[src/rtl/tictactoe_pkg.sv]
// Shared constants, winner codes and scheduler state encoding for the tic-tac-toe board slice.
package tictactoe_pkg;

  localparam int NUM_CELLS = 9;

  localparam logic P1 = 1'b0;
  localparam logic P2 = 1'b1;

  localparam logic [1:0] WIN_NONE = 2'b00;
  localparam logic [1:0] WIN_P1   = 2'b01;
  localparam logic [1:0] WIN_P2   = 2'b10;

  typedef enum logic [2:0] {
    ST_RELEASE = 3'd0,
    ST_READY   = 3'd1,
    ST_COMMIT  = 3'd2,
    ST_SETTLE  = 3'd3,
    ST_EVAL    = 3'd4,
    ST_OVER    = 3'd5
  } sched_state_e;

  function automatic logic [1:0] winner_code(input logic player);
    return (player == P2) ? WIN_P2 : WIN_P1;
  endfunction

endpackage

[src/rtl/turn_scheduler_pick.sv]
// Fixed-priority cell selector: the lowest-index pressed button wins.
module cell_priority_pick
  import tictactoe_pkg::*;
(
  input  logic [NUM_CELLS-1:0] req,
  output logic [NUM_CELLS-1:0] pick,
  output logic                 any_req
);

  // Isolate the lowest set bit with the two's-complement trick.
  assign pick    = req & (~req + {{(NUM_CELLS-1){1'b0}}, 1'b1});
  assign any_req = |req;

endmodule

[src/rtl/turn_scheduler.sv]
// Move sequencer between the cell buttons and the board datapath: accepts one move,
// strobes the board, waits for the win detectors and keeps turn/result bookkeeping.
module turn_scheduler
  import tictactoe_pkg::*;
#(
  parameter int   SETTLE_CYCLES = 2,
  parameter logic FIRST_PLAYER  = 1'b0
) (
  input  logic       clk,
  input  logic       reset,
  input  logic [8:0] btn,
  input  logic       new_game,
  input  logic [8:0] cell_occ,
  input  logic       p1_win,
  input  logic       p2_win,
  output logic       write_en,
  output logic [8:0] write_sel,
  output logic       write_player,
  output logic       clear_board,
  output logic       turn,
  output logic       game_over,
  output logic [1:0] winner,
  output logic       draw,
  output logic [3:0] move_count,
  output logic       illegal
);

  localparam logic [2:0] SETTLE_LOAD = (SETTLE_CYCLES < 1) ? 3'd1 :
                                       (SETTLE_CYCLES > 7) ? 3'd7 : 3'(SETTLE_CYCLES);
  localparam logic [3:0] MAX_MOVES   = 4'd9;

  sched_state_e state_r;
  logic [2:0]   settle_cnt_r;
  logic         write_en_r;
  logic [8:0]   write_sel_r;
  logic         write_player_r;
  logic         clear_board_r;
  logic         turn_r;
  logic         game_over_r;
  logic [1:0]   winner_r;
  logic         draw_r;
  logic [3:0]   move_count_r;
  logic         illegal_r;

  logic [8:0]   pick_s;
  logic         any_s;
  logic         occ_hit_s;
  logic         mover_win_s;
  logic         other_win_s;

  cell_priority_pick u_pick (
    .req     (btn),
    .pick    (pick_s),
    .any_req (any_s)
  );

  assign occ_hit_s   = |(pick_s & cell_occ);
  assign mover_win_s = (turn_r == P2) ? p2_win : p1_win;
  assign other_win_s = (turn_r == P2) ? p1_win : p2_win;

  // A new_game landing in the commit cycle cancels the board write immediately.
  assign write_en     = write_en_r & ~new_game;
  assign write_sel    = write_sel_r & {9{~new_game}};
  assign write_player = write_player_r;
  assign clear_board  = clear_board_r;
  assign turn         = turn_r;
  assign game_over    = game_over_r;
  assign winner       = winner_r;
  assign draw         = draw_r;
  assign move_count   = move_count_r;
  assign illegal      = illegal_r;

  // Scheduler FSM with all strobes and status registered.
  always_ff @(posedge clk or posedge reset) begin
    if (reset) begin
      state_r        <= ST_RELEASE;
      settle_cnt_r   <= 3'd0;
      write_en_r     <= 1'b0;
      write_sel_r    <= 9'd0;
      write_player_r <= 1'b0;
      clear_board_r  <= 1'b0;
      turn_r         <= FIRST_PLAYER;
      game_over_r    <= 1'b0;
      winner_r       <= WIN_NONE;
      draw_r         <= 1'b0;
      move_count_r   <= 4'd0;
      illegal_r      <= 1'b0;
    end else if (new_game) begin
      state_r        <= ST_RELEASE;
      settle_cnt_r   <= 3'd0;
      write_en_r     <= 1'b0;
      write_sel_r    <= 9'd0;
      write_player_r <= 1'b0;
      clear_board_r  <= 1'b1;
      turn_r         <= FIRST_PLAYER;
      game_over_r    <= 1'b0;
      winner_r       <= WIN_NONE;
      draw_r         <= 1'b0;
      move_count_r   <= 4'd0;
      illegal_r      <= 1'b0;
    end else begin
      write_en_r     <= 1'b0;
      write_sel_r    <= 9'd0;
      write_player_r <= 1'b0;
      clear_board_r  <= 1'b0;
      illegal_r      <= 1'b0;
      case (state_r)
        ST_RELEASE: begin
          if (btn == 9'd0) begin
            state_r <= ST_READY;
          end else begin
            state_r <= ST_RELEASE;
          end
        end
        ST_READY: begin
          if (!any_s) begin
            state_r <= ST_READY;
          end else if (occ_hit_s) begin
            illegal_r <= 1'b1;
            state_r   <= ST_RELEASE;
          end else begin
            // Strobe and count become visible together in the commit cycle.
            write_en_r     <= 1'b1;
            write_sel_r    <= pick_s;
            write_player_r <= turn_r;
            if (move_count_r < MAX_MOVES) begin
              move_count_r <= move_count_r + 4'd1;
            end else begin
              move_count_r <= move_count_r;
            end
            state_r <= ST_COMMIT;
          end
        end
        ST_COMMIT: begin
          settle_cnt_r <= SETTLE_LOAD;
          state_r      <= ST_SETTLE;
        end
        ST_SETTLE: begin
          if (settle_cnt_r <= 3'd1) begin
            state_r <= ST_EVAL;
          end else begin
            settle_cnt_r <= settle_cnt_r - 3'd1;
          end
        end
        ST_EVAL: begin
          // Mover's own line takes precedence over a flag for the other player.
          if (mover_win_s) begin
            winner_r    <= winner_code(turn_r);
            game_over_r <= 1'b1;
            state_r     <= ST_OVER;
          end else if (other_win_s) begin
            winner_r    <= winner_code(~turn_r);
            game_over_r <= 1'b1;
            state_r     <= ST_OVER;
          end else if (move_count_r == MAX_MOVES) begin
            draw_r      <= 1'b1;
            game_over_r <= 1'b1;
            state_r     <= ST_OVER;
          end else begin
            turn_r  <= ~turn_r;
            state_r <= ST_RELEASE;
          end
        end
        ST_OVER: begin
          state_r <= ST_OVER;
        end
        default: begin
          state_r <= ST_RELEASE;
        end
      endcase
    end
  end

endmodule
[config.mk]
export PLATFORM = sky130hd
export DESIGN_NAME = turn_scheduler
export DESIGN_NICKNAME = d
export VERILOG_FILES = /design/src/rtl/tictactoe_pkg.sv /design/src/rtl/turn_scheduler_pick.sv /design/src/rtl/turn_scheduler.sv
export SDC_FILE = /design/constraint.sdc
export NUM_CORES = 1
export LEC_CHECK = 0
export ABC_AREA = 1
export ABC_CLOCK_PERIOD_IN_PS = 1300
export CAP_MARGIN = 20
export CORE_MARGIN = 2
export CORE_UTILIZATION = 30
export DETAILED_ROUTE_END_ITERATION = 8
export GPL_ROUTABILITY_DRIVEN = 0
export SETUP_SLACK_MARGIN = 0.15
export SLEW_MARGIN = 20
export SYNTH_ARGS = -nofsm -noshare
export SYNTH_HDL_FRONTEND = slang
export SYNTH_SLANG_ARGS = --single-unit
[constraint.sdc]
create_clock -name clk -period 1.3 [get_ports clk]
set_input_delay 0.13 -clock clk [delete_from_list [all_inputs] [get_ports clk]]
set_output_delay 0.13 -clock clk [all_outputs]
set_load 0.02 [all_outputs]
== Word-level counts from Yosys, hierarchy flattened ==
Cells that the tools add are included.
Widths: inputs -> output; s select.

* Shift operators: 0
* Order comparisons: 2
* Mux-type cells: 56
* Multipliers: 0
* Bitwise operators: 7
* Divide/modulo/power cells: 0
* Reduce and logical (&&, ||, !) cells: 18
* Add/sub/neg operators: 3
* Eq/ne operators: 12

{| class="wikitable"
|+ Operators by type and width
! kind !! number
|-
| $mux 9 || 4
|-
| $mux 1 || 30
|-
| $and 9x9->9 || 3
|-
| $mux 3 || 7
|-
| $mux 4 || 5
|-
| $pmux 3 s6 || 1
|-
| $reduce_or 9->1 || 2
|-
| $mux 2 || 8
|-
| $reduce_and 4->1 || 3
|-
| $reduce_bool 2->1 || 5
|-
| $add 9x1->9 const B || 1
|-
| $logic_not 9->1 || 1
|-
| $not 9->9 || 1
|-
| $ne 2x2->1 const B || 4
|-
| $eq 3x2->1 const B || 2
|-
| $eq 3x3->1 const B || 2
|-
| $ne 3x3->1 const B || 2
|-
| $pmux 3 s2 || 1
|-
| $reduce_and 2->1 || 3
|-
| $reduce_bool 3->1 || 2
|-
| $add 4x1->4 const B || 1
|-
| $eq 4x4->1 const B || 1
|-
| $lt 4x4->1 const B || 1
|-
| $reduce_bool 4->1 || 1
|-
| other kinds (6) || 7
|}

* Memories: 0
* Memory bits (writable): 0
* Output and inout bits: 22
* Bits of input ports: 23
* Bits in latches: 0
* Register bits after elaboration: 28
* Memory bits (read-only): 0

== Logic depth before layout (Yosys ltp) ==
Gate-level depths: netlist of the first run.

* Depth in word-level cells: 9
* Mapped depth: 11
* Gate-level depth less buffers: 11

== Hierarchy ==
A second synthesis of the first run with hierarchy kept.

* Cell total of the unflattened synthesis: 228
* Area total of the unflattened synthesis: 1657.8 um2

{| class="wikitable"
|+ Modules (own cells, without submodules)
! module !! area each (um2) !! cells each !! times used
|-
| turn_scheduler || 1522.7 || 201 || 1
|-
| cell_priority_pick || 135.1 || 27 || 1
|}

== Worst setup path after synthesis of the first run ==
OpenSTA, ideal clock, no wires.

* Path kind: register to register
* Start: register move_count_r[1] (netlist: move_count[1])
* End: register state_r[0]
* Library setup time: 117 ps
* Period minus slack after synthesis: 1441 ps
* Cell stages (with the launch flop): 11
* Path slack: -141 ps
* Path buffers: 0
* Required time: 1183 ps
* Arrival time: 1324 ps
* Path through: dfrtp_1 > inv_1 > ha_1 > nand3_1 > inv_1 > nor2_1 > a21oi_1 > nor2_1 > o21ai_0 > nand2_1 > nand2_1

* Word-level cells in the longest chain between the ends: 6

{| class="wikitable"
|+ Ends and longest elaborated chain
! item !! line !! text
|-
| start, declared || turn_scheduler.sv:42 || <nowiki>logic [3:0] move_count_r;</nowiki>
|-
| start signal, assigned || turn_scheduler.sv:127 || <nowiki>move_count_r <= move_count_r + 4'd1;</nowiki>
|-
| start signal, assigned || turn_scheduler.sv:129 || <nowiki>move_count_r <= move_count_r;</nowiki>
|-
| $eq 4x4->1 || turn_scheduler.sv:155 || <nowiki>end else if (move_count_r == MAX_MOVES) begin</nowiki>
|-
| $mux 3 || turn_scheduler.sv:155 ||
|-
| $mux 3 || turn_scheduler.sv:151 || <nowiki>end else if (other_win_s) begin</nowiki>
|-
| $mux 3 || turn_scheduler.sv:147 || <nowiki>if (mover_win_s) begin</nowiki>
|-
| $pmux 3 s6 || turn_scheduler.sv:107 || <nowiki>case (state_r)</nowiki>
|-
| $mux 3 || turn_scheduler.sv:88 || <nowiki>end else if (new_game) begin</nowiki>
|-
| end signal, assigned || turn_scheduler.sv:89 || <nowiki>state_r <= ST_RELEASE;</nowiki>
|-
| end signal, assigned || turn_scheduler.sv:110 || <nowiki>state_r <= ST_READY;</nowiki>
|-
| end signal, assigned || turn_scheduler.sv:150 || <nowiki>state_r <= ST_OVER;</nowiki>
|-
| end, declared || turn_scheduler.sv:32 || <nowiki>sched_state_e state_r;</nowiki>
|}

Every way passes these cells.
A chain may end at the register's enable or synchronous reset.

== Worst setup path after layout of the first run ==
* Start: register settle_cnt_r[0]
* End: register settle_cnt_r[2]

* Word-level cells in the longest chain between the ends: 4
* Elaborated cells on any way between the ends: 7

{| class="wikitable"
|+ Ends and longest elaborated chain
! item !! line !! text
|-
| start, declared || turn_scheduler.sv:33 || <nowiki>logic [2:0] settle_cnt_r;</nowiki>
|-
| start signal, assigned || turn_scheduler.sv:142 || <nowiki>settle_cnt_r <= settle_cnt_r - 3'd1;</nowiki>
|-
| $sub 3x1->3 || turn_scheduler.sv:142 ||
|-
| $mux 3 || turn_scheduler.sv:139 || <nowiki>if (settle_cnt_r <= 3'd1) begin</nowiki>
|-
| $pmux 3 s2 || turn_scheduler.sv:107 ||
|-
| $mux 3 || turn_scheduler.sv:88 ||
|}

Several ways; a longest one is shown, not always the timed one. The select of a mux whose other input is x is not followed.

==> metrics, run 1 <==
status=finished, violations left; failing checks=setup timing; Post-Syn Area per Cell=between 7 and 8 µm²; number of max-cap violations=0; DR vias=between 1,500 and 2,000; Initial Utilization=0.3099; CORE AREA=between 5000 and 6000 µm²; post-route ant nets=0; WP data required=around 1.5 ns; cts hold-fix bufs=0; I/O pin total=45; maximum root-to-sink buffer count=2; relative slew slack=0.7735; placed cell area=between 2000 and 2500 µm²; Synth Instances=between 200 and 250; CTS Sinks=28; Arr. time, crit path=~1.5 ns; Mapped Area=about 1600 µm²; Slew Limit Fails=0; Post-route DRC=0; number of DRC markers in iteration 0=48; Worst R2R End=settle_cnt_r[2]$_DFFE_PP0P_; Setup crit end kind=flip-flop; dpl ws=-0.5221 ns; top-area cell type share of the netlist area=0.4427; HPWL Detailed=approximately 2800 µm; Final Setup Violations=1; RSZ-0062 raised after global routing=yes; number of global-route vias before repair=1,577; reg2reg start=settle_cnt_r[0]$_DFFE_PP0P_; Synth Flop Type=dfrtp_1; Worst-path clk slew=about 0.090 ns; Leak=1.287 nW; largest net degree at the start of global routing=29; Slew @ Worst Pin=approximately 0.34 ns; post-route cell area=between 2000 and 3000 µm²; global-route wire length before repair=roughly 6800 µm; fmax=~760 MHz; count leader, synth=nand2_1; largest fanout on the critical path=3; worst-case reg-to-reg path depth=7; Post-synth ARST share=1.000; n_diodes=0; number of synthesized flops with an enable pin=0; post-synthesis register bit count=28; Final min period=1.307 ns; Hold Path Class=in2reg; Post-Syn Nets=between 200 and 250; Final Cycle Share=1.006; Crit Path Category=reg2reg; CP endpoint=settle_cnt_r[2]$_DFFE_PP0P_; Setup WS post-layout=-0.007340 ns; Final Hold Viols=0; pwr/cell area=745.0 nW/µm²; top cells by area, synth=dfrtp_1 44%, nand2_1 9.7%, inv_1 9.5%; Pre-antenna DRT Iters=4; cell taking the most area after synthesis=dfrtp_1; CTS buffer count=3; Worst Setup SP=settle_cnt_r[0]$_DFFE_PP0P_; clock skew=between 0.002 and 0.0025 ns; post-synthesis sequential area ratio=0.4427; grt total ovfl=0; Worst VDD drop=around 0.43 mV; synth cell count leaders=41 x nand2_1, 40 x inv_1, 36 x nor2_1, 28 x dfrtp_1, 12 x nand3_1; Synthesis Warnings=0; post-layout net count=roughly 330; ratio of cells with drive above 1 in the final layout=0.4329; Wirelength per Cell=around 10 µm; H-tree Lvls=1; number of distinct library cells after synthesis=25; area grow syn2layout=62.06%; Worst-Skew Late Latency=between 0.2 and 0.3 ns; Layout Cells excl Fill=368; post-detailed-routing wire length=about 3800 µm; clock root buffer=clkbuf_8; Power Total=approximately 1.9 mW; final cell utilization of the core=0.5022; Vias/cell=4.359; cell total after placement=approximately 350; Die H=roughly 77 µm; initial antenna violation count=0; final hold slack=0.1353 ns; GRT Overall Usage=0.1401; number of core rows=26; CTS tree=done; setup TNS=-0.007340 ns; die area=a little under 6000 µm²; IO buf count=44; CP startpoint kind=flip-flop; flop-to-flop setup slack=-0.007 ns; Horiz. Die Dim=approximately 77 µm
-- cell usage in the layout (no fill, tap or decap), types with 9 or more instances in the layout --
cell | Yosys | routed
nand3_1 | 12 | 9
buf_4 | 0 | 35
nand2_2 | 2 | 10
clkdlybuf4s50_1 | 0 | 10
dfrtp_1 | 28 | 25
buf_2 | 1 | 12
nor2_2 | 11 | 19
inv_2 | 3 | 12
nor2_1 | 36 | 24
inv_1 | 40 | 31
nand2_1 | 41 | 32
dlygate4sd2_1 | 0 | 12
-- worst max-delay path, cell delays in order (launching register included) --
cell     delay, ns
dfrtp_1       0.44
ha_4          0.18
o21ai_2       0.13
o21ai_1       0.07
nand2_1       0.10
nand2_1       0.07
xor2_1        0.14
a21oi_1       0.10
-- how the worst min path moves through the flow --
stage                     slack (ns)                        to      from  cells past startpoint
after floorplan                 0.16     clear_board$_DFF_PP0_  new_game                      0
after global placement          0.48      write_en_r$_DFF_PP0_     reset                      3
after detailed placement        0.48      write_en_r$_DFF_PP0_     reset                      3
after CTS                       0.12  write_sel_r[3]$_DFF_PP0_    btn[3]                      3
after global routing            0.13  write_sel_r[3]$_DFF_PP0_    btn[3]                      3
final                           0.14  write_sel_r[3]$_DFF_PP0_    btn[3]                      3
-- where the power goes --
group          leakage, nW  total [mW]  internal [mW]  switching, mW
clock network       0.0228       0.468          0.219          0.249
registers            0.380       0.929          0.899         0.0295
logic                0.884       0.514          0.265          0.250
-- layer usage --
| layer | part of all wire | wire length, µm | global-route usage | up-vias |
|---|---|---|---|---|
| li1 | - | - | - | 819 |
| met1 | 0.47 | 1771 | 0.1745 | 740 |
| met2 | 0.49 | 1836 | 0.2460 | 39 |
| met3 | 0.030 | 114 | 0.01896 | 6 |
| met4 | 0.016 | 59 | 0.05273 | 0 |
| met5 | 0 | 0 | 0 | - |
-- cell type report --
class | count | area (µm²)
fill | 541 | 2542
multi-input combinational | 140 | 894.6
sequential | 28 | 704.4
timing repair buffer | 83 | 671.9
inverter | 43 | 161.4
tap | 70 | 87.58
clock buffer | 4 | 45.04
-- logic make-up (layout without fill, tap and decap cells) --
kind of cell             Yosys count  count (layout)  synth area share
AND/OR/NAND/NOR                  115             116            0.3383
buffers and inverters             46             130            0.1099
flip-flops                        28              28            0.4427
AO/OA/AOI/OAI                     16              16           0.05297
adder cells (fa/ha/maj)            5               5           0.03953
XOR/XNOR                           3               3           0.01660
-- what timing repair did --
| action | CTS | global route |
|---|---|---|
| resized for setup | 117 | 35 |
| hold endpoints to repair | 0 | 0 |
| endpoints found under the setup margin | 48 | 44 |
| pin swaps | 33 | 11 |
| setup buffers | 5 | 5 |
| gates cloned | 1 | 0 |
-- state kept, by name, summed over array words and instances (netlist names) --
register / flops
write_en_r: 1
winner: 2
clear_board: 1
turn: 1
write_sel_r: 9
state_r: 3
settle_cnt_r: 3
move_count: 4
game_over: 1
draw: 1
write_player: 1
illegal: 1
Power figures use the tool's default switching activity.
==> run 2, diff against run 1 <==
--- a/config.mk
+++ b/config.mk
@@ -11,8 +11,10 @@
 export CORE_MARGIN = 2
 export CORE_UTILIZATION = 30
 export DETAILED_ROUTE_END_ITERATION = 8
+export DONT_BUFFER_PORTS = 1
 export GPL_ROUTABILITY_DRIVEN = 0
 export SETUP_SLACK_MARGIN = 0.15
+export SKIP_LAST_GASP = 1
 export SLEW_MARGIN = 20
 export SYNTH_ARGS = -nofsm -noshare
 export SYNTH_HDL_FRONTEND = slang
==> run 2 against run 1 <==
The run ends with hold timing, setup timing left. Via count fell by 15%. Critical path depth rose by 1. Non-clock buffer count fell by 54. Sequential power fell by 0.8%. Maximum frequency fell by 1.6%. Global-route usage fell by 1.6 points. Die area did not move. Worst setup slack got worse by 0.021 ns. Combinational power fell by 30%. Critical endpoint is now turn$_DFFE_PP0P_. Largest cell class unchanged. Largest power group unchanged. Highest routed layer unchanged.
==> metrics, run 2 (synthesis gave the netlist of run 1 again) <==
status=finished, violations left; failing checks=hold timing, setup timing; commonest non-fill, non-tap cell in the layout=nand2_1; Worst-Skew Late Latency=0.27 ns; number of global-route vias before repair=~1,300; number of DRC markers in iteration 0=between 70 and 80; dpl ws=-0.01314 ns; most frequent CP cell=inv_2; Slew @ Worst Pin=slightly above 0.4 ns; register area=between 700 and 800 µm²; Arr. time, crit path=1.50 ns; largest net degree at the start of global routing=29; Post-route DRC=0; Layout Cells excl Fill=313; Final Setup Violations=5; maximum root-to-sink buffer count=2; fmax=~750 MHz; Wirelength per Cell=between 10 and 15 µm; number of core rows=26; CTS tree=done; Final Cycle Share=1.022; Vias/cell=approximately 4.4; Hold Path Class=in2reg; Initial Utilization=0.3099; Pre-antenna DRT Iters=4; relative slew slack=0.7289; HPWL Detailed=about 2500 µm; post-route ant nets=0; initial antenna violation count=0; Worst-path clk slew=0.09 ns; Setup crit end kind=flip-flop; Setup WS post-layout=-0.02877 ns; largest reg by FF count=write_sel_r; GRT Overall Usage=0.1241; H-tree Lvls=1; die area=5873 µm²; cell total after placement=approximately 300; CP cell instances=ha_4 > nand3_2 > inv_2 > nor2_4 > buf_4 > inv_2 > nor4_2 > nor3_1; Horiz. Die Dim=around 77 µm; pwr/cell area=865.9 nW/µm²; Crit Path Category=reg2reg; Leak=between 0.9 and 1 nW; post-layout net count=between 200 and 300; setup TNS=-0.07176 ns; Die H=around 77 µm; final hold slack=-0.1241 ns; multi-input logic area=~840 µm²; slowest stage delay, CP=approximately 0.45 ns; Worst VDD drop=between 0.4 and 0.5 mV; I/O pin total=45; WP data required=between 1 and 1.5 ns; global-route wire length before repair=just under 6000 µm; CTS Sinks=28; CP startpoint kind=flip-flop; area grow syn2layout=32.65%; grt total ovfl=0; CORE AREA=between 5000 and 6000 µm²; Final min period=about 1.3 ns; n_diodes=0; max reg flops=9; Final Hold Viols=5; ratio of cells with drive above 1 in the final layout=0.3292; CP max stage cell=dfrtp_2; Slew Limit Fails=0; largest fanout on the critical path=3; cts hold-fix bufs=7; clock skew=about 0.0048 ns; clock root buffer=clkbuf_8; Power Total=~1.8 mW; RSZ-0062 raised after global routing=yes; DR vias=about 1,400; most frequent cells in the layout=40 x nand2_1, 34 x inv_1, 28 x nor2_1; IO buf count=0; number of max-cap violations=0; post-detailed-routing wire length=around 3500 µm; CTS buffer count=3; Fill cells=516
run 2: cell count changes in the layout (fill, tap and decap cells not counted), moves of 4 or more:
cell and delta:
nor2_1 +4, buf_4 -18, buf_2 -12, nand2_1 +8, clkdlybuf4s50_1 -10, nand2_2 -7, dlygate4sd2_1 -12, dlygate4sd3_1 +7
run 2: power breakdown:
group	total [mW]	internal [mW]	switching, mW
registers	0.922	0.899	0.0231
logic	0.358	0.157	0.201
clock network	0.539	0.271	0.267
total	1.82	1.33	0.491
run 2: area by class of cell:
cell class | instances | share of cell area
multi-input cells | 139 | 0.3993
flip-flops and latches | 28 | 0.3349
repair buffers | 29 | 0.1210
inverters | 43 | 0.07688
well taps | 70 | 0.04172
clock buffers | 4 | 0.02622
run 2: worst max-delay path, delay by kind of cell (launching register included):
kind	cells	cell delay [ns]
fa+ha+maj	1	0.17
simple gates	4	0.39
buf+inv	3	0.22
flops	1	0.45
run 2: per-stage QoR:
stage / hold WS (ns) / utilization / cell area (µm²)
global placement: 0.1101 / 0.3513 / 1794
finish: -0.1241 / 0.4111 / 2100
detailed placement: 0.1123 / 0.3513 / 1794
CTS: -0.1335 / 0.3900 / 1992
floorplan: 0.1614 / - / 1599
global route: -0.1422 / 0.4111 / 2100
run 2: path summary, 6_finish.rpt:
kind / start / endpoint / slack (ns) / depth (start not counted)
min: new_game / clear_board$_DFF_PP0_ / -0.12 / 0
max: move_count[0]$_DFFE_PP0P_ / turn$_DFFE_PP0P_ / -0.03 / 8
min in group asynchronous: reset / write_en_r$_DFF_PP0_ / 0.36 / 3
max in group asynchronous: reset / move_count[0]$_DFFE_PP0P_ / 0.66 / 3
max reg2reg: move_count[0]$_DFFE_PP0P_ / turn$_DFFE_PP0P_ / -0.03 / 8
min reg2reg: settle_cnt_r[2]$_DFFE_PP0P_ / settle_cnt_r[2]$_DFFE_PP0P_ / 0.60 / 2
run 2: what timing repair did:
item | in CTS | in global routing
pin swaps | 6 | 14
endpoints found under the setup margin | 24 | 31
hold endpoints to repair | 39 | 5
buffers inserted | 2 | 4
resized for setup | 19 | 18
gates cloned | 0 | 0
run 2: per-layer routing:
metal / global-route usage / wire (µm) / vias up
met3: 0.02488 / 178 / 4
met4: 0.05455 / 51 / 0
met1: 0.1529 / 1609 / 620
met2: 0.2097 / 1652 / 39
li1: - / - / 705
met5: 0 / 0 / -
